$ cat config.mk
export PLATFORM = sky130hd
export DESIGN_NAME = prbs_err_mask
export DESIGN_NICKNAME = d
export VERILOG_FILES = /design/src/rtl/xcvr_test_pkg.sv /design/src/rtl/prbs_err_mask.sv
export SDC_FILE = /design/constraint.sdc
export NUM_CORES = 1
export LEC_CHECK = 0
export CORE_MARGIN = 8
export CORE_UTILIZATION = 39
export DETAILED_ROUTE_END_ITERATION = 6
export PLACE_DENSITY = 0.95
export SLEW_MARGIN = 15
export SYNTH_ARGS = -nofsm -noshare
export SYNTH_HDL_FRONTEND = slang
export SYNTH_SLANG_ARGS = --single-unit
$ cat constraint.sdc
create_clock -name vclk -period 19
set_clock_uncertainty 0.05 [all_clocks]
set_input_delay 2.85 -clock vclk [all_inputs]
set_output_delay 2.85 -clock vclk [all_outputs]
set_load 0.005 [all_outputs]
$ cat src/rtl/xcvr_test_pkg.sv
// Shared types and constants for the transceiver PRBS link-test blocks.
// Holds the lock FSM encoding, polynomial taps and status counter width.
package xcvr_test_pkg;

    typedef enum logic [1:0] {
        HUNT   = 2'd0,
        CHECK  = 2'd1,
        LOCKED = 2'd2
    } lock_state_t;

    localparam int CNT_W   = 32;
    localparam int TAP31_A = 31;
    localparam int TAP31_B = 28;
    localparam int TAP7_A  = 7;
    localparam int TAP7_B  = 6;

    function automatic int tap_a(input int sel);
        return (sel == 7) ? TAP7_A : TAP31_A;
    endfunction

    function automatic int tap_b(input int sel);
        return (sel == 7) ? TAP7_B : TAP31_B;
    endfunction

endpackage

$ cat src/rtl/prbs_err_mask.sv
// Combinational self-synchronous PRBS error mask over {current, previous}.
// Bit 0 of each word is the earliest serial bit.
module prbs_err_mask
    import xcvr_test_pkg::*;
#(
    parameter int DATA_W   = 32,
    parameter int PRBS_SEL = 31,
    parameter int PC_W     = $clog2(DATA_W + 1)
) (
    input  logic [DATA_W-1:0] i_prev,
    input  logic [DATA_W-1:0] i_cur,
    output logic [DATA_W-1:0] o_mask,
    output logic [PC_W-1:0]   o_popcnt
);

    localparam int A = tap_a(PRBS_SEL);
    localparam int B = tap_b(PRBS_SEL);

    logic [2*DATA_W-1:0] w_s;

    assign w_s = {i_cur, i_prev};

    always_comb begin
        o_mask   = '0;
        o_popcnt = '0;
        for (int n = 0; n < DATA_W; n++) begin
            o_mask[n] = w_s[DATA_W+n] ^ w_s[DATA_W+n-A] ^ w_s[DATA_W+n-B];
        end
        for (int n = 0; n < DATA_W; n++) begin
            o_popcnt = o_popcnt + PC_W'(o_mask[n]);
        end
    end

endmodule

==> impl_metrics.toml <==
[timing]
relSlewSlack_pct = 77.91
setup-violations-final = 0
drv_slew = 0
worst_pin_slew_ps = 329.0
min_clock_period_post_route_ps = 11530
hold_viol_final = 0
totalNegativeSetupSlack_ps = 0
fmax_mhz = 86.70
finalCritPeriodShare_pct = 60.70
grt_setup_unrepaired = "no"

[finish]
register_area_um2 = 0
nFlopsAndLatches = 0
clock_buffer_count = 0
area_growth_pct = 77.92
num_antenna_cells = 0
fillCellCount = 280
final_layout_size_suffix_gt1_share_pct = 0
multi_input_area_mm2 = 0.001199
nNetsFinal = 351

[floorplan]
placementRows = 21
die-width_um = 75.30
io_pins = 102
design.core.area_mm2 = 0.003363
die_area_mm2 = 0.005669
initial_utilization_pct = 40.77
die_height_um = 75.30

[setup_path]
critical-path-max-stage-delay_ps = 540
timing_worst_setup_path_type = "in -> out"
worst_setup_path_start_kind = "input port"
critPathRequiredTime_ps = 16100
crit_path_end_kind = "output port"
arrival_ps = 8630
crit_path_cell_chain = "clkdlybuf4s50_1 > xnor2_1 > xnor2_1 > inv_1 > fa_1 > fa_1 > inv_1 > fa_1 > inv_1 > fa_1 > fa_1 > fa_1 > inv_1 > ha_1 > inv_1 > fa_1 > nand2b_1 > a21oi_1 > xor2_1 > clkdlybuf4s50_1"
crit_top_cell = "fa_1"
timing.critical_path.slowest_stage_cell = "fa_1"
crit_path_max_fanout = 2
crit_family = "adder cells"
timing.critical_path.buf_inv = 7

[routing]
antenna_violating_nets_left = 0
route.detailed.vias_per_inst = 4.283
drc = 0
dr_total_vias = 1285
routed_wire_length_per_instance_um = 14.43
first_iter_violations = 14
routed_wirelength_um = 4330
detailedRoute.firstPassIterationCount = 2

[placement]
detailed_place_hpwl_um = 4289
port_buffers = 101
gp_routability_congestion = 0.8168

[global_route]
grt_first_pass_wirelength_um = 6617
grt_antenna_before_repair = 0
first_global_vias = 1541
globalRouteOverflowTotal = 0
grt_max_degree = 4
global_route.usage.total_pct = 15.06

[clock_network]
cts_hold_repair.buffers = 0
cts_setup_buffers = 0
postCtsResizedCells = 0

[logic_synthesis]
post_synth_num_cell_types = 11
synthesis.nets = 248
seq_area_frac_synth_pct = 0
post_synth_inst_count = 153
syn_area_mm2 = 0.001371
syn_area_per_cell_um2 = 8.963
yosys_warnings = 0

[run]
cap_viol_max_count = 0

[min_path]
hold_path_class = "in -> out"

[outcome]
outcome = "finished, final reports clean"
-- layer usage --
| layer | routed length, um | up-vias | track usage (%) |
|---|---|---|---|
| li1 | - | 631 | - |
| met1 | 1511 | 592 | 15.39 |
| met2 | 2339 | 60 | 30.30 |
| met3 | 455 | 2 | 4.342 |
| met4 | 23 | 0 | 0.8529 |
| met5 | 0 | - | 0 |
-- placed cells by master (no fill, tap or decap), drive strengths merged --
master         netlist  layout
a21o                 1       1
a21oi                2       2
clkdlybuf4s50        0     101
fa                  24      24
ha                   7       7
inv                 46      46
nand2                2       2
nand2b               1       1
nor2                 2       2
o21ai                1       1
xnor2               66      66
xor2                 1       1
-- worst paths after layout --
path	endpoint	startpoint	slack, ps	cells past startpoint
max	o_popcnt[4]	i_prev[18]	7470	20
min	o_mask[19]	i_cur[19]	6650	3
-- layout make-up --
| cell class | instances | area share, % |
|---|---|---|
| Timing Repair Buffer | 101 | 41.44 |
| Inverter | 46 | 7.077 |
| Tap cell | 46 | 2.359 |
| Multi-Input combinational cell | 107 | 49.13 |
-- per-stage QoR --
stage | hold WS, ps | setup WS, ps | std cells | area (um2) | util (%)
final | 6655 | 7466 | 300 | 2440 | 72.54
after global routing | 6692 | 7088 | 300 | 2440 | 72.54
after CTS | 6660 | 7397 | 300 | 2440 | 72.54
after detailed placement | 6662 | 7416 | 300 | 2440 | 72.54
after global placement | 6652 | 7490 | 300 | 2440 | 72.54
after floorplan | 5722 | 8677 | 153 | 1371 | -
-- cells by family after synthesis --
| family | Yosys count | share of synthesized area, % |
|---|---|---|
| compound gates | 4 | 1.642 |
| xor+xnor | 67 | 42.79 |
| fa+ha+maj | 31 | 41.42 |
| buf+inv | 46 | 12.59 |
| simple gates | 5 | 1.552 |
-- cell usage after synthesis --
master,count,share of area (%)
nand2b_1,1,0.46
inv_1,46,13
nor2_1,2,0.55
fa_1,24,35
a21oi_1,2,0.73
xnor2_1,66,42
ha_1,7,6.4
o21ai_0,1,0.36
nand2_1,2,0.55
xor2_1,1,0.64
a21o_1,1,0.55
Power is left out: the tool's default activity adds up to more than one toggle a clock period on the data nets, which glitch-free logic cannot reach.
